$ cat config.mk
export PLATFORM = sky130hd
export DESIGN_NAME = pipe_ctrl
export DESIGN_NICKNAME = d
export VERILOG_FILES = /design/src/rtl/pipe_pkg.sv /design/src/rtl/pipe_scoreboard.sv /design/src/rtl/pipe_ctrl.sv
export SDC_FILE = /design/constraint.sdc
export NUM_CORES = 1
export LEC_CHECK = 0
export ABC_CLOCK_PERIOD_IN_PS = 2480
export CAP_MARGIN = 10
export CELL_PAD_IN_SITES_DETAIL_PLACEMENT = 0
export CELL_PAD_IN_SITES_GLOBAL_PLACEMENT = 1
export CORE_MARGIN = 2
export CORE_UTILIZATION = 45
export DETAILED_ROUTE_END_ITERATION = 10
export MAX_ROUTING_LAYER = met4
export PLACE_DENSITY_LB_ADDON = 0.1
export SYNTH_ARGS = -nofsm -noshare
export SYNTH_HDL_FRONTEND = slang
export SYNTH_SLANG_ARGS = --single-unit
$ cat constraint.sdc
create_clock -name clk -period 2.48 [get_ports clk]
set_input_delay 0.248 -clock clk [delete_from_list [all_inputs] [get_ports clk]]
set_output_delay 0.248 -clock clk [all_outputs]
set_load 0.03 [all_outputs]
$ cat src/rtl/pipe_pkg.sv
// Shared types and sizing for the pipeline hazard/flow controller.
package pipe_pkg;
    localparam int REG_W = 5;
    localparam int NREG  = 32;
    localparam int CNT_W = 2;
    localparam logic [5:0] OP_HALT = 6'b010001;

    typedef enum logic [1:0] {
        RUN     = 2'd0,
        BR_WAIT = 2'd1,
        DRAIN   = 2'd2,
        HALTED  = 2'd3
    } pipe_state_t;
endpackage

$ cat src/rtl/pipe_scoreboard.sv
// Per-register pending-write counters (r1..r31); r0 is hardwired idle.
module pipe_scoreboard
    import pipe_pkg::*;
(
    input  logic             clk,
    input  logic             rst,
    input  logic             inc_en,
    input  logic [REG_W-1:0] inc_dest,
    input  logic             dec_en,
    input  logic [REG_W-1:0] dec_dest,
    output logic [NREG-1:0]  busy,
    output logic             all_clear
);
    localparam logic [CNT_W-1:0] CNT_MAX = '1;

    assign busy[0] = 1'b0;

    for (genvar i = 1; i < NREG; i++) begin : g_reg
        logic [CNT_W-1:0] cnt;
        logic             inc_hit;
        logic             dec_hit;

        assign inc_hit = inc_en && (inc_dest == REG_W'(i));
        assign dec_hit = dec_en && (dec_dest == REG_W'(i));

        // A same-cycle issue and writeback of one register cancel out.
        always_ff @(posedge clk) begin
            if (rst) begin
                cnt <= '0;
            end else if (inc_hit && !dec_hit) begin
                if (cnt != CNT_MAX) cnt <= cnt + CNT_W'(1);
            end else if (dec_hit && !inc_hit) begin
                if (cnt != '0) cnt <= cnt - CNT_W'(1);
            end
        end

        assign busy[i] = (cnt != '0);
    end

    assign all_clear = (busy == '0);
endmodule

$ cat src/rtl/pipe_ctrl.sv
// Pipeline flow controller: RAW stall, branch flush and HALT drain sequencing.
// Optional performance counters are built when PIPE_CTRL_PERF_EN is defined.
//
// state   | meaning
// RUN     | normal issue; stall on RAW hazard
// BR_WAIT | branch issued, fetch held and IF/ID flushed until EX resolves it
// DRAIN   | HALT issued, waiting for all pending writes to retire
// HALTED  | pipeline drained, frozen until reset
module pipe_ctrl
    import pipe_pkg::*;
(
    input  logic             clk,
    input  logic             rst,
    input  logic             id_valid,
    input  logic [REG_W-1:0] id_rs,
    input  logic [REG_W-1:0] id_rt,
    input  logic [REG_W-1:0] id_dest,
    input  logic             id_reg_write,
    input  logic             id_is_branch,
    input  logic             id_is_halt,
    input  logic             wb_valid,
    input  logic             wb_reg_write,
    input  logic [REG_W-1:0] wb_dest,
    input  logic             ex_br_valid,
    input  logic             ex_br_taken,
    output logic             pc_en,
    output logic             pc_sel,
    output logic             ifid_flush,
    output logic             idex_bubble,
    output logic             halted
`ifdef PIPE_CTRL_PERF_EN
    ,
    output logic [31:0]      perf_stall_cnt,
    output logic [31:0]      perf_flush_cnt
`endif
);
    pipe_state_t     state;
    pipe_state_t     state_nxt;
    logic [NREG-1:0] busy;
    logic            all_clear;
    logic            hazard;
    logic            issue;

    assign hazard = id_valid && (((id_rs != '0) && busy[id_rs]) ||
                                 ((id_rt != '0) && busy[id_rt]));
    assign issue  = id_valid && !hazard && (state == RUN) && !rst;

    pipe_scoreboard u_scoreboard (
        .clk       (clk),
        .rst       (rst),
        .inc_en    (issue && id_reg_write),
        .inc_dest  (id_dest),
        .dec_en    (wb_valid && wb_reg_write),
        .dec_dest  (wb_dest),
        .busy      (busy),
        .all_clear (all_clear)
    );

    always_ff @(posedge clk) begin
        if (rst) state <= RUN;
        else     state <= state_nxt;
    end

    always_comb begin
        state_nxt   = state;
        pc_en       = 1'b0;
        pc_sel      = 1'b0;
        ifid_flush  = 1'b0;
        idex_bubble = 1'b0;
        halted      = 1'b0;
        if (rst) begin
            ifid_flush = 1'b1;
        end else begin
            case (state)
                RUN: begin
                    if (hazard) begin
                        idex_bubble = 1'b1;
                    end else begin
                        pc_en = 1'b1;
                        // Branch wins when both decode flags are set.
                        if (issue && id_is_branch)    state_nxt = BR_WAIT;
                        else if (issue && id_is_halt) state_nxt = DRAIN;
                    end
                end
                BR_WAIT: begin
                    if (ex_br_valid) begin
                        pc_en      = 1'b1;
                        pc_sel     = ex_br_taken;
                        ifid_flush = ex_br_taken;
                        state_nxt  = RUN;
                    end else begin
                        ifid_flush = 1'b1;
                    end
                end
                DRAIN: begin
                    ifid_flush = 1'b1;
                    if (all_clear) state_nxt = HALTED;
                end
                HALTED: begin
                    ifid_flush = 1'b1;
                    halted     = 1'b1;
                end
                default: state_nxt = RUN;
            endcase
        end
    end

`ifdef PIPE_CTRL_PERF_EN
    always_ff @(posedge clk) begin
        if (rst) begin
            perf_stall_cnt <= '0;
            perf_flush_cnt <= '0;
        end else begin
            if (idex_bubble) perf_stall_cnt <= perf_stall_cnt + 32'd1;
            if (ifid_flush)  perf_flush_cnt <= perf_flush_cnt + 32'd1;
        end
    end
`endif
endmodule

=== Word-level counts from Yosys, hierarchy flattened ===
Index checks and enable logic that the tools add are counted.

* Reduce and logical (&&, ||, !) cells: 330
* Bitwise gates (word level): 0
* Add/subtract/negate cells: 62
* Shift operators: 0
* Mux-type cells: 149
* $mul: 0
* Div/mod/pow operators: 0
* Equality and inequality tests: 131
* Magnitude comparators: 2

{| class="wikitable"
|+ Operators with widths
! operator !! count
|-
| $mux 2 || 129
|-
| $reduce_bool 2->1 || 93
|-
| $eq 5x5->1 const B || 32
|-
| $logic_and 1x1->1 || 134
|-
| $ne 2x2->1 const B || 65
|-
| $reduce_and 3->1 || 31
|-
| $eq 5x4->1 const B || 16
|-
| $logic_not 1->1 || 64
|-
| $add 2x1->2 const B || 31
|-
| $sub 2x1->2 const B || 31
|-
| $eq 5x3->1 const B || 8
|-
| $logic_not 32->1 || 1
|-
| $eq 5x2->1 const B || 4
|-
| $mux 1 || 15
|-
| $lt 5x6->1 const B || 2
|-
| $bmux 1 s5 || 2
|-
| $eq 5x1->1 const B || 2
|-
| $reduce_bool 5->1 || 2
|-
| $pmux 2 s3 || 1
|-
| $reduce_and 5->1 || 1
|-
| $eq 2x2->1 const B || 2
|-
| $pmux 1 s2 || 2
|-
| $ne 3x1->1 const B || 1
|-
| $reduce_bool 3->1 || 1
|-
| 4 further kinds || 4
|}

* ROM bits: 0
* Bits in writable memories: 0
* Memories kept: 0
* Latch bits: 0
* Output and inout port bits: 5
* Input bits: 30
* Register bits after elaboration: 64

=== Logic depth before layout (Yosys ltp) ===
Gate-level depths: netlist (run 1).

* Depth in word-level cells: 16
* Mapped depth: 10
* Mapped depth without buffers: 9

=== Modules after synthesis ===
Synthesis (run 1) repeated with hierarchy kept, for this count alone.

* Cells, all modules: 649
* Area total of the unflattened synthesis: 5198.7 um^2

{| class="wikitable"
|+ Modules (own cells, without submodules)
! module !! times used !! area an instance (um^2) !! cells each
|-
| pipe_scoreboard || 1 || 4284.1 || 548
|-
| pipe_ctrl || 1 || 914.6 || 101
|}

=== Worst setup path after synthesis (run 1) ===
Ideal clock, no wire load.

* Path kind: reg-to-output
* Start point: reg u_scoreboard.g_reg[16].cnt[0]
* End point: out pc_en
* Arrival time: 2297 ps
* Slack: -65 ps
* Cell stages (with the launch flop): 9
* Required time: 2232 ps
* Path through: dfxtp_1 -> or3_1 -> a211oi_2 -> a211oi_2 -> o2bb2ai_4 -> buf_12 -> nor4_2 -> o21ai_0 -> a21oi_1

* Cells in the longest elaborated chain, start to end: 9
* Elaborated cells between the ends (all ways): 12

{| class="wikitable"
|+ Ends and longest elaborated chain
! what !! line !! text
|-
| from (decl) || pipe_scoreboard.sv:19 || <nowiki>logic [CNT_W-1:0] cnt;</nowiki>
|-
| from (signal assigned) || pipe_scoreboard.sv:31 || <nowiki>if (cnt != CNT_MAX) cnt <= cnt + CNT_W'(1);</nowiki>
|-
| from (signal assigned) || pipe_scoreboard.sv:33 || <nowiki>if (cnt != '0) cnt <= cnt - CNT_W'(1);</nowiki>
|-
| $reduce_bool 2->1 (*) || pipe_scoreboard.sv:37 || <nowiki>assign busy[i] = (cnt != '0);</nowiki>
|-
| $bmux 1 s5, on equally long branches || pipe_ctrl.sv:44, pipe_ctrl.sv:45 ||
|-
| $mux 1, on equally long branches || pipe_ctrl.sv:44, pipe_ctrl.sv:45 ||
|-
| $logic_and 1x1->1, on equally long branches || pipe_ctrl.sv:44, pipe_ctrl.sv:45 ||
|-
| $logic_or 1x1->1 (*) || pipe_ctrl.sv:44 || <nowiki>assign hazard = id_valid && (((id_rs != '0) && busy[id_rs]) ||</nowiki>
|-
| $logic_and 1x1->1 (*) || pipe_ctrl.sv:44 ||
|-
| $mux 1 (*) || pipe_ctrl.sv:76 || <nowiki>if (hazard) begin</nowiki>
|-
| $pmux 1 s2 (*) || pipe_ctrl.sv:74 || <nowiki>case (state)</nowiki>
|-
| $mux 1 (*) || pipe_ctrl.sv:71 || <nowiki>if (rst) begin</nowiki>
|-
| to (decl) || pipe_ctrl.sv:26 || <nowiki>output logic pc_en,</nowiki>
|}

Mark *: on every way between the ends. The rest lies on a longest branch, timed or not. The select of a mux whose other input is x is not followed.

=== Worst setup path in the final report (run 1) ===
* Start point: reg u_scoreboard.g_reg[26].cnt[0]
* End point: reg u_scoreboard.g_reg[22].cnt[1]

* Cells in the longest elaborated chain, start to end: 16
* Elaborated cells between the ends (all ways): 23

{| class="wikitable"
|+ Ends and longest elaborated chain
! what !! line !! text
|-
| from (decl) || pipe_scoreboard.sv:19 ||
|-
| from (signal assigned) || pipe_scoreboard.sv:31 ||
|-
| from (signal assigned) || pipe_scoreboard.sv:33 ||
|-
| $reduce_bool 2->1 (*) || pipe_scoreboard.sv:37 ||
|-
| $bmux 1 s5, on equally long branches || pipe_ctrl.sv:44, pipe_ctrl.sv:45 ||
|-
| $mux 1, on equally long branches || pipe_ctrl.sv:44, pipe_ctrl.sv:45 ||
|-
| $logic_and 1x1->1, on equally long branches || pipe_ctrl.sv:44, pipe_ctrl.sv:45 ||
|-
| $logic_or 1x1->1 (*) || pipe_ctrl.sv:44 ||
|-
| $logic_and 1x1->1 (*) || pipe_ctrl.sv:44 ||
|-
| $logic_not 1->1 (*) || pipe_ctrl.sv:46 || <nowiki>assign issue = id_valid && !hazard && (state == RUN) && !rst;</nowiki>
|-
| $logic_and 1x1->1 (*) (3 in series) || pipe_ctrl.sv:46 ||
|-
| $logic_and 1x1->1 (*) || pipe_ctrl.sv:51 || <nowiki>.inc_en (issue && id_reg_write),</nowiki>
|-
| $logic_and 1x1->1 (*) || pipe_scoreboard.sv:23 || <nowiki>assign inc_hit = inc_en && (inc_dest == REG_W'(i));</nowiki>
|-
| $logic_not 1->1 || pipe_scoreboard.sv:32 || <nowiki>end else if (dec_hit && !inc_hit) begin</nowiki>
|-
| $logic_and 1x1->1 || pipe_scoreboard.sv:32 ||
|-
| $reduce_bool 2->1 (no source line) || - ||
|-
| $reduce_and 3->1 (no source line) || - ||
|-
| to (signal assigned) || pipe_scoreboard.sv:31 ||
|-
| to (signal assigned) || pipe_scoreboard.sv:33 ||
|-
| to (decl) || pipe_scoreboard.sv:19 ||
|}

Marked as above.
A chain may end at the register's enable or synchronous reset.

==> impl_summary.md, run 1 <==
CTS
Counting along the longest clock path gives a buffer depth of 2. After clock tree synthesis, the clock-pin slew on the worst setup and hold paths is 0.06 ns. The number of buffers created by CTS is 9. The cell sitting at the root of the clock tree is a sky130_fd_sc_hd__clkbuf_16. The total number of clock tree sinks is 64. The clock reaches the later pin of the worst-skew pair after 0.34 ns. The number of H-tree branching levels is 3. The CTS tree is built.

Run
The number of maximum-capacitance violations is 0.

Outcome
The run finished, with violations left. The final reports fail on negative setup slack.

Critical path
The most critical setup path has its startpoint at u_scoreboard.g_reg[26].cnt[0]. STA classifies the critical path startpoint as a flop. On the worst path, the slowest cell contributes a delay of 0.46 ns. The worst reg2reg path endpoint is u_scoreboard.g_reg[22].cnt[1]. Counting buffers and inverters, the worst setup path is 11 cells deep.

On the critical path, the stage with the largest delay is an instance of sky130_fd_sc_hd__mux4_2. At the worst endpoint, the required time is 2.68 ns. Counting both buffers and inverters, the worst setup path holds a total of 4.

The largest fanout on the critical path is 21. The start-to-end type of the worst setup path is reg2reg. Following the worst setup path forward leads to its endpoint at u_scoreboard.g_reg[22].cnt[1]. For the worst flop-to-flop path, the logic depth is 11. Setup slack on the worst reg-to-reg path comes out at -0.12 ns.

Grouping stages by cell kind, the critical path spends the most delay in buffers and inverters. The signal on the critical path passes through nor2_1, buf_4, mux4_2, mux2_4, o2bb2ai_4, buf_8, buf_4, nor4_4, buf_4, o21ai_0, o22ai_1. The launch instance of the worst register-to-register path is u_scoreboard.g_reg[26].cnt[0]. For the worst setup path, the data arrival time is 2.81 ns.

STA classifies the critical path endpoint as a flop. The most numerous cell on the critical path is sky130_fd_sc_hd__buf_4.

Timing
Setup violations remaining at the end of the flow were counted as 10. The worst hold margin is 0.472 ns. The minimum period implied by the final worst setup slack is 2.60 ns. For the pin with the worst max-slew slack, the measured transition is 0.647 ns. Setup repair after global routing could not meet its margin everywhere. The clock arrives with 0.00633 ns of skew. The final-report hold violation count came to 0. Of the available clock period, the critical path in the final layout requires 1.05.

Once routing completed, OpenROAD measured the worst setup slack at -0.122 ns. Timing would allow up to 0.384 GHz. The relative slew slack is 0.569.

Summed over all failing endpoints, the final setup total negative slack is -0.635 ns. The number of pins exceeding their max-slew limit in the final report is 0.

Detailed routing
The average wire length per cell after detail routing is 19.8 um. Once detail routing completed, the nets flagged for antenna violations numbered 0. The initial DRC count is 475.

The detailed-route vias per instance is 6.15. The overall routed net length is 21.9 mm. The detailed-route via count is 6,793. The length of the first detailed-routing pass in iterations is 6. The DRC violation count after routing is 0.

Finish
The filler cell count in the final layout is 1,112. The number of antenna diodes in the final layout is 0. The area used by multi-input combinational logic is 4840 um^2.

At the end of the flow, the number of nets in the layout was 964. Of the cells placed in the final design, the portion with a size suffix greater than 1 is 0.359. The area taken by flip-flops and latches is 1320 um^2. Compared with the post-synthesis result, the final layout area differs by 42.3%.

Synthesis
The fraction of registers with async set/reset is 0. Counting distinct cell types in the post-synthesis netlist gives 66. Of the total synthesized cell area, the portion taken by AND, OR, NAND and NOR gates is 0.371.

The top cell type's share of synthesized area is 0.217. The synthesized netlist net count is 816. The synthesized area per cell is 7.57 um^2.

The xor-xnor portion of the synthesized cell area is 0. The compound-cell area share of the yosys netlist is 0.236. The flip-flop and latch count after synthesis is 64. By area, the combinational part of the netlist is dominated by simple AND/OR/NAND/NOR gates. For this run, the leading register cell type out of synthesis is sky130_fd_sc_hd__dfxtp_1. In this run the cell area of the synthesized design comes to 5910 um^2. After synthesis, the most frequently instantiated cells are sky130_fd_sc_hd__nor2_1 (125), sky130_fd_sc_hd__nand2_1 (89), sky130_fd_sc_hd__dfxtp_1 (64).

By area the synthesized netlist is led by sky130_fd_sc_hd__dfxtp_1 (22%), sky130_fd_sc_hd__nor2_1 (7.9%), sky130_fd_sc_hd__mux2i_1 (5.9%), sky130_fd_sc_hd__nand2_1 (5.7%), sky130_fd_sc_hd__nor4_4 (5.0%). The share of the Yosys chip area taken by registers is 0.217. The most instantiated library cell after synthesis is sky130_fd_sc_hd__nor2_1.

The share of cell area taken by muxes after synthesis is 0.111. The cell type with the highest aggregate area in the netlist is sky130_fd_sc_hd__dfxtp_1. The number of synthesized flops with an enable pin is 0.

The number of warnings printed during yosys synthesis is 0. The number of instances in the synthesized netlist is 781. The adder-cell area share of the yosys netlist is 0.0106.

Floorplanning
The core region is 12,700 um^2. The initial cell density of the core is 0.465. The horizontal die dimension is 119 um. The total number of placement rows is 41.

The die is 119 um tall. Pin placement for this block handled 35 I/O pins. The full die area is 14,100 um^2.

Power and ir drop
The logic gate share of total power is 0.233. The total design power is 3.07 mW. The share of total power dissipated in sequential elements is 0.339. Across the VDD grid, the largest voltage drop is 0.000266 V. Summed over all cells, the static leakage comes to 2.99 nW. Of the total power, the share spent switching nets is 0.292. Dividing total power by cell area gives a power density of 365 nW/um^2.

Internal power comes to 2.17 mW. Of the total power, the clock network draws 0.427. The switching power of the nets is 0.898 mW.

Global routing
Entering global routing, the biggest net connects 61 pins. The number of antenna violations at the first check in global routing was 0. The global-route wire length before repair is 32.9 mm. The number of global-route vias before repair came to 6,339.

The remaining global-route overflow is 0. The global-route usage over all layers is 0.307.

Placed design
Once detailed placement completed, the half-perimeter wirelength came to 15.8 mm. Routability-driven placement finished with a final weighted congestion of 0.898. The number of buffer cells added on primary ports is 34.

Worst hold path
The path class of the tightest hold or removal check is in2reg.
flip-flops by register name, summed over array words and instances, names as in the netlist:
register	cells
state	2
u_scoreboard.g.cnt	62
kinds of logic after synthesis:
logic type      after synthesis
simple gates                391
buf+inv                      63
compound gates              205
flops                        64
mux                          53
fa+ha+maj                     5
routing by layer:
| layer | GRT usage | vias to the layer above | routed length, um |
|---|---|---|---|
| met4 | 0.129 | 0 | 633 |
| met2 | 0.508 | 217 | 10800 |
| met1 | 0.376 | 3321 | 9280 |
| met5 | - | - | 0 |
| met3 | 0.0396 | 42 | 1110 |
| li1 | - | 3213 | - |
cell usage in the layout (no fill, tap or decap), types with 24 or more instances in the layout:
cell	netlist	final
sky130_fd_sc_hd__buf_4	4	129
sky130_fd_sc_hd__nor2_1	125	103
sky130_fd_sc_hd__nand2_1	89	89
sky130_fd_sc_hd__o22ai_1	39	39
sky130_fd_sc_hd__dfxtp_1	64	37
sky130_fd_sc_hd__mux2i_1	35	35
sky130_fd_sc_hd__a21oi_1	39	34
sky130_fd_sc_hd__nor4_4	14	26
sky130_fd_sc_hd__o21ai_0	34	25
sky130_fd_sc_hd__clkdlybuf4s50_1	0	24
sky130_fd_sc_hd__dfxtp_2	0	24
timing repair:
| item | CTS | global route |
|---|---|---|
| resized for setup | 84 | 83 |
| setup endpoints to repair | 46 | 60 |
| cloned | 2 | 2 |
| endpoints found under the hold margin | 0 | 0 |
| setup buffers | 17 | 22 |
| hold buffers | 0 | 0 |
| pin swaps | 29 | 33 |
worst min-delay path by stage:
| stage | slack [ns] | from | to | cells past startpoint |
|---|---|---|---|---|
| after detailed placement | 0.49 | u_scoreboard.g_reg[28].cnt[0] | u_scoreboard.g_reg[28].cnt[1] | 2 |
| after global placement | 0.48 | u_scoreboard.g_reg[14].cnt[0] | u_scoreboard.g_reg[14].cnt[1] | 2 |
| after CTS | 0.47 | rst | u_scoreboard.g_reg[17].cnt[1] | 3 |
| after floorplan | 0.47 | u_scoreboard.g_reg[13].cnt[0] | u_scoreboard.g_reg[13].cnt[1] | 2 |
| after global routing | 0.48 | rst | u_scoreboard.g_reg[2].cnt[1] | 3 |
| final | 0.47 | rst | u_scoreboard.g_reg[20].cnt[1] | 3 |
power groups by stage:
stage               Combinational (mW)  Sequential (mW)  Clock [mW]
global route                     0.756             1.04        1.38
finish                           0.717             1.04        1.31
floorplan                        0.334             1.06           0
CTS                              0.635             1.04        1.33
detailed placement               0.588             1.06           0
global placement                 0.576             1.06           0
area by class of cell:
| class | instances | area share |
|---|---|---|
| clock inverter | 3 | 0.00506 |
| timing repair buffer | 184 | 0.199 |
| inverter | 16 | 0.00803 |
| clock buffer | 11 | 0.0300 |
| sequential | 64 | 0.157 |
| tap | 172 | 0.0256 |
| multi-input combinational | 654 | 0.575 |
through the flow:
stage | setup WS (ns) | cell area, um^2 | utilization | std cells
after floorplan | 0.0817 | 5920 | - | 781
after global placement | -0.455 | 7220 | 0.568 | 1061
after detailed placement | -0.525 | 7220 | 0.568 | 1061
after CTS | -0.0976 | 7990 | 0.628 | 1088
after global routing | -0.181 | 8410 | 0.661 | 1104
final | -0.122 | 8410 | 0.661 | 1104
worst reg2reg max path: stages (launching register included):
cell	delay (ns)
sky130_fd_sc_hd__dfxtp_2	0.32
sky130_fd_sc_hd__nor2_1	0.04
sky130_fd_sc_hd__buf_4	0.14
sky130_fd_sc_hd__mux4_2	0.46
sky130_fd_sc_hd__mux2_4	0.29
sky130_fd_sc_hd__o2bb2ai_4	0.23
sky130_fd_sc_hd__buf_8	0.31
sky130_fd_sc_hd__buf_4	0.19
sky130_fd_sc_hd__nor4_4	0.05
sky130_fd_sc_hd__buf_4	0.15
sky130_fd_sc_hd__o21ai_0	0.18
sky130_fd_sc_hd__o22ai_1	0.10
(Power assumes the default switching activity.)
==> inputs of run 2 (changes only) <==
--- a/config.mk
+++ b/config.mk
@@ -7,13 +7,13 @@
 export LEC_CHECK = 0
 export ABC_CLOCK_PERIOD_IN_PS = 2480
 export CAP_MARGIN = 10
-export CELL_PAD_IN_SITES_DETAIL_PLACEMENT = 0
+export CELL_PAD_IN_SITES_DETAIL_PLACEMENT = 1
 export CELL_PAD_IN_SITES_GLOBAL_PLACEMENT = 1
 export CORE_MARGIN = 2
 export CORE_UTILIZATION = 45
 export DETAILED_ROUTE_END_ITERATION = 10
 export MAX_ROUTING_LAYER = met4
-export PLACE_DENSITY_LB_ADDON = 0.1
+export PLACE_DENSITY = 0.8
 export SYNTH_ARGS = -nofsm -noshare
 export SYNTH_HDL_FRONTEND = slang
 export SYNTH_SLANG_ARGS = --single-unit
==> impl_summary.md, run 2 <==
Outcome
The run stopped with a tool error. Progress stopped at global routing (5_1_grt). The tool reported: "[ERROR GRT-0232] Routing congestion too high. Check the congestion heatmap in the GUI".

Floorplanning
The initial cell density of the core is 0.465. In this run the count of I/O pins placed on the die edge is 35. The total number of placement rows is 41. The floorplan step set the die width to 119 um.

In this run the vertical extent of the chip is 119 um.

Synthesis
The cell type with the highest aggregate area in the netlist is sky130_fd_sc_hd__dfxtp_1. sky130_fd_sc_hd__nor2_1 is the most common cell in the netlist. In this run, synthesis produced a sequential element count of 64.

The synthesized area per cell is 7.57 um^2. In the synthesized netlist the dominant register cell turns out to be sky130_fd_sc_hd__dfxtp_1. The top cell type's share of synthesized area is 0.217. Sorting the synthesized cells by area gives the leading types as sky130_fd_sc_hd__dfxtp_1 (22%), sky130_fd_sc_hd__nor2_1 (7.9%), sky130_fd_sc_hd__mux2i_1 (5.9%), sky130_fd_sc_hd__nand2_1 (5.7%), sky130_fd_sc_hd__nor4_4 (5.0%). Counting flops with an async set or reset pin after synthesis yields a share of 0. The number of instances in the synthesized netlist is 781.

The number of warnings printed during yosys synthesis is 0. In this run the cell area of the synthesized design comes to 5910 um^2. Yosys mapped a number of flops with a built-in enable equal to 0.

The commonest cells after synthesis are sky130_fd_sc_hd__nor2_1 (125), sky130_fd_sc_hd__nand2_1 (89), sky130_fd_sc_hd__dfxtp_1 (64). The share of the Yosys chip area taken by registers is 0.217. The synthesized netlist net count is 816. The count of cell types in the netlist is 66.

Timing
The kind of endpoint with the least setup slack is a top-level output. When the last timing repair stopped, the worst path ended at pc_en.

Placed design
Summed over all nets, the half-perimeter wirelength after detailed placement is 18.5 mm. At the placement stage, the worst setup path has a slack of -0.672 ns. Input and output buffers added on the ports amount to 34.

The global placer's final weighted congestion is 0.943.

Global routing
Global routing finished with a remaining overflow of 294. In the global route stage, overall resource usage came out at 0.895. The pin count of the biggest net entering global routing is 65.

CTS
The clock passes through at most 2 buffers. The number of buffers created by CTS is 9. The total number of clock tree sinks is 64. The root buffer cell is sky130_fd_sc_hd__clkbuf_16.

The H-tree generated during clock tree synthesis spans 3 levels.
run 2: cell counts after synthesis:
No cell type changed its count.
run 2: stage by stage:
stage	cell area [um^2]	instances	utilization	setup TNS, ns
4_1_cts	8550	1128	0.672	-1.20
3_5_place_dp	7400	1084	0.581	-29.71
3_3_place_gp	7400	1084	0.581	-22.17
2_1_floorplan	5920	781	-	0
run 2: cell families after synthesis:
group	share of synthesized area
simple gates	0.371
flops	0.217
compound gates	0.236
fa+ha+maj	0.0106
buf+inv	0.0540
mux	0.111
run 2: timing repair:
action	4_1_cts
endpoints found under the setup margin	63
pin swaps	40
hold buffers	0
cloned	3
buffers inserted	31
hold endpoints to repair	0
resized for setup	152
run 2: routing by layer:
| metal | track usage | overflow |
|---|---|---|
| met1 | 0.866 | 2 |
| met2 | 1.02 | 191 |
| met3 | 0.739 | 4 |
| met4 | 0.939 | 97 |
| met5 | - | - |
==> inputs of run 3 (changes only) <==
--- a/config.mk
+++ b/config.mk
@@ -7,13 +7,10 @@
 export LEC_CHECK = 0
 export ABC_CLOCK_PERIOD_IN_PS = 2480
 export CAP_MARGIN = 10
-export CELL_PAD_IN_SITES_DETAIL_PLACEMENT = 1
-export CELL_PAD_IN_SITES_GLOBAL_PLACEMENT = 1
 export CORE_MARGIN = 2
-export CORE_UTILIZATION = 45
+export CORE_UTILIZATION = 30
 export DETAILED_ROUTE_END_ITERATION = 10
-export MAX_ROUTING_LAYER = met4
-export PLACE_DENSITY = 0.8
+export PLACE_DENSITY_LB_ADDON = 0.15
 export SYNTH_ARGS = -nofsm -noshare
 export SYNTH_HDL_FRONTEND = slang
 export SYNTH_SLANG_ARGS = --single-unit
==> impl_summary.md, run 3 (synthesis gave the netlist of run 1 again) <==
Floorplanning
The horizontal die dimension is 144 um. The initialized floorplan defines 51 standard-cell rows. The region available for standard cell placement spans 19,400 um^2. The floorplan step defined a die boundary enclosing 20,800 um^2.

For this configuration, the core starts out at a cell density of 0.305. The number of top-level design ports is 35. In this run the vertical extent of the chip is 144 um.

Finish
The most common cell after layout, fill and taps aside is sky130_fd_sc_hd__buf_4. After routing the design area is 8860 um^2. Of the cells placed in the final design, the portion with a size suffix greater than 1 is 0.380. At the end of the flow, the number of nets in the layout was 979. The filler cell count in the final layout is 1,911. The area growth from synthesis to layout is 49.8%. The count of cells in the finished layout, fillers not included, comes to 1,214. The library cells used most frequently in the layout, excluding fill and tap cells, are sky130_fd_sc_hd__buf_4 (126), sky130_fd_sc_hd__nor2_1 (106), sky130_fd_sc_hd__nand2_1 (89). The antenna diode instance count is 0. The register with the most flip-flops in the layout has 62 of them. The largest registers in the layout are u_scoreboard.g.cnt (62), state (2).

The register with the most flip-flops in the final layout is u_scoreboard.g.cnt.

Timing
The number of pins exceeding their max-slew limit in the final report is 0. The final clock skew is 0.00614 ns. The transition time at the pin with the least slew margin is 0.535 ns. The minimum period implied by the final worst setup slack is 2.58 ns. In this run the tightest slew margin relative to its limit is 0.641.

The final-report hold violation count was 0. The total negative slack is -0.958 ns. The worst setup slack after layout is -0.0967 ns. Setup repair after global routing could not meet its margin everywhere.

The timing-limited maximum frequency is 0.388 GHz. Dividing the final minimum period by the clock period gives 1.04. On the final layout, the worst hold slack is 0.506 ns. Setup violations remaining at the end of the flow were counted as 14.

CTS
The tree built by TritonCTS fans out to 64 sinks. The number of H-tree branching levels is 3. The maximum count of clock buffers along a single path is 2. Clock-pin slew was measured on the worst setup and hold paths at 0.06 ns.

The number of buffers created by CTS is 9. For the worst-skew pair, the clock arrives at the later sink with an insertion delay of 0.35 ns. The cts-stage hold buffer count is 0. TritonCTS built the clock tree. The cell sitting at the root of the clock tree is a sky130_fd_sc_hd__clkbuf_16.

Critical path
The worst reg2reg path endpoint is u_scoreboard.g_reg[14].cnt[0]. Across all register-to-register paths, the minimum setup slack is -0.1 ns. The startpoint identified for the worst register-to-register timing path is u_scoreboard.g_reg[19].cnt[0]. The number of buffers and inverters on the critical path is 3. Measured in cells, the most critical reg-to-reg path has a length of 10. The start-to-end type of the worst setup path is reg2reg. In this run the worst setup path begins at u_scoreboard.g_reg[19].cnt[0].

The depth of the critical timing path with buffers and inverters included is 10. The critical path goes through or3b_1, a21oi_2, a211oi_4, o2bb2ai_4, buf_4, buf_6, buf_12, nor4_4, mux2i_1, o22ai_1. Of all nets on the critical path, the largest fanout is 8. The slowest cell on the critical path is sky130_fd_sc_hd__nor4_4. STA puts the critical path data required time at 2.70 ns. In this design, the largest share of critical-path delay is due to simple AND/OR/NAND/NOR gates. At the worst endpoint, the arrival time is 2.80 ns. In this design, the stage delay of the slowest critical-path cell is 0.48 ns.

STA classifies the critical path endpoint as a flop. STA classifies the critical path startpoint as a flop.

Global routing
For this run, the total global-route usage over all layers was measured as 0.216. The number of antenna violations at the first check in global routing is 0. Global routing finished with a remaining overflow of 0. The first global-routing pass estimated 34.6 mm of wire. The number of global-route vias before repair is 6,583.

Entering global routing, the biggest net connects 45 pins.

Power and ir drop
The internal portion of the total power is 2.25 mW. Of the total power, registers draw 0.327. The clock share of power is 0.440. Power spread over the standard cell area amounts to 359 nW/um^2. Of the total power, combinational logic draws 0.233. The static power due to leakage is 3.13 nW. The switching power of the nets is 0.927 mW. Of the total power, the share spent switching nets is 0.292. IR analysis of the VDD net gives a maximum drop of 0.000326 V.

Detailed routing
After detailed routing, the average wire length per cell comes to 18.9 um. For this block, the initial DRC count from the detailed router was 585. The overall routed net length is 22.9 mm.

The count of nets left with antenna violations after detail routing is 0. Using the TritonRoute via totals, the vias-per-cell ratio works out to 5.63. The DRC violation count after routing is 0. The detailed-route via count is 6,840. The length of the first detailed-routing pass in iterations is 5.

Run
Max-cap violations in this run came to 0.

Outcome
The checks that failed: negative setup slack. The run finished, with violations left.

Worst hold path
The path category of the worst min-delay check is reg2reg. For hold timing, the worst endpoint is u_scoreboard.g_reg[25].cnt[1]. The number of cells traversed by the worst hold path is 2. The worst hold path begins at u_scoreboard.g_reg[25].cnt[0].

Placed design
The number of buffer cells added on primary ports is 34. The half-perimeter wire length after placement is 17.0 mm. In this run the cell area measured after placement is 7470 um^2.

At the end of routability-driven placement, the weighted congestion stood at 0.890. Counting tap cells, the placed design contains a total of 1,169 instances.
## run 3: cell type report
type / instances / area, um^2 / share of cell area
flip-flops and latches: 64 / 1320 / 0.149
clock inverters: 2 / 35.0 / 0.00395
clock buffers: 14 / 284 / 0.0321
repair buffers: 199 / 1890 / 0.213
well taps: 265 / 332 / 0.0374
multi-input cells: 654 / 4940 / 0.557
inverters: 16 / 62.6 / 0.00706
## run 3: worst reg2reg max path: stages (launching register included)
cell and delay [ns]:
sky130_fd_sc_hd__dfxtp_1 0.35, sky130_fd_sc_hd__or3b_1 0.44, sky130_fd_sc_hd__a21oi_2 0.21, sky130_fd_sc_hd__a211oi_4 0.07, sky130_fd_sc_hd__o2bb2ai_4 0.15, sky130_fd_sc_hd__buf_4 0.14, sky130_fd_sc_hd__buf_6 0.11, sky130_fd_sc_hd__buf_12 0.14
sky130_fd_sc_hd__nor4_4 0.48, sky130_fd_sc_hd__mux2i_1 0.27, sky130_fd_sc_hd__o22ai_1 0.11
## run 3: repair_timing
item | 4_1_cts | 5_1_grt
pin swaps | 26 | 60
endpoints found under the setup margin | 47 | 61
buffers inserted | 16 | 25
gates cloned | 1 | 1
resized for setup | 92 | 125
## run 3: per-layer routing
metal | routed length [um] | track usage | vias up
met5 | 0 | 0 | -
met3 | 986 | 0.0288 | 34
met1 | 10200 | 0.277 | 3344
li1 | - | - | 3252
met4 | 501 | 0.0700 | 0
met2 | 11200 | 0.375 | 210
## run 3: worst max path at each step
stage	end	slack (ns)
after floorplan	pc_en	0.08
after global placement	u_scoreboard.g_reg[12].cnt[0]	-0.56
after detailed placement	u_scoreboard.g_reg[10].cnt[0]	-0.58
after CTS	pc_en	-0.12
after global routing	pc_en	-0.21
final	u_scoreboard.g_reg[14].cnt[0]	-0.1
## run 3: through the flow
step           power [mW]  worst slack [ns]  utilization
3_5_place_dp         1.68            -0.577        0.385
3_3_place_gp         1.66            -0.565        0.385
2_1_floorplan        1.40            0.0817            -
4_1_cts              3.13            -0.123        0.426
5_1_grt              3.31            -0.205        0.457
6_report             3.18           -0.0967        0.457
## run 3: power groups by stage
stage                     registers (mW)  logic [mW]  clock network [mW]
after detailed placement            1.06       0.612                   0
after CTS                           1.04       0.656                1.43
after global routing                1.04       0.790                1.48
after floorplan                     1.06       0.334                   0
final                               1.04       0.742                1.40
after global placement              1.06       0.600                   0
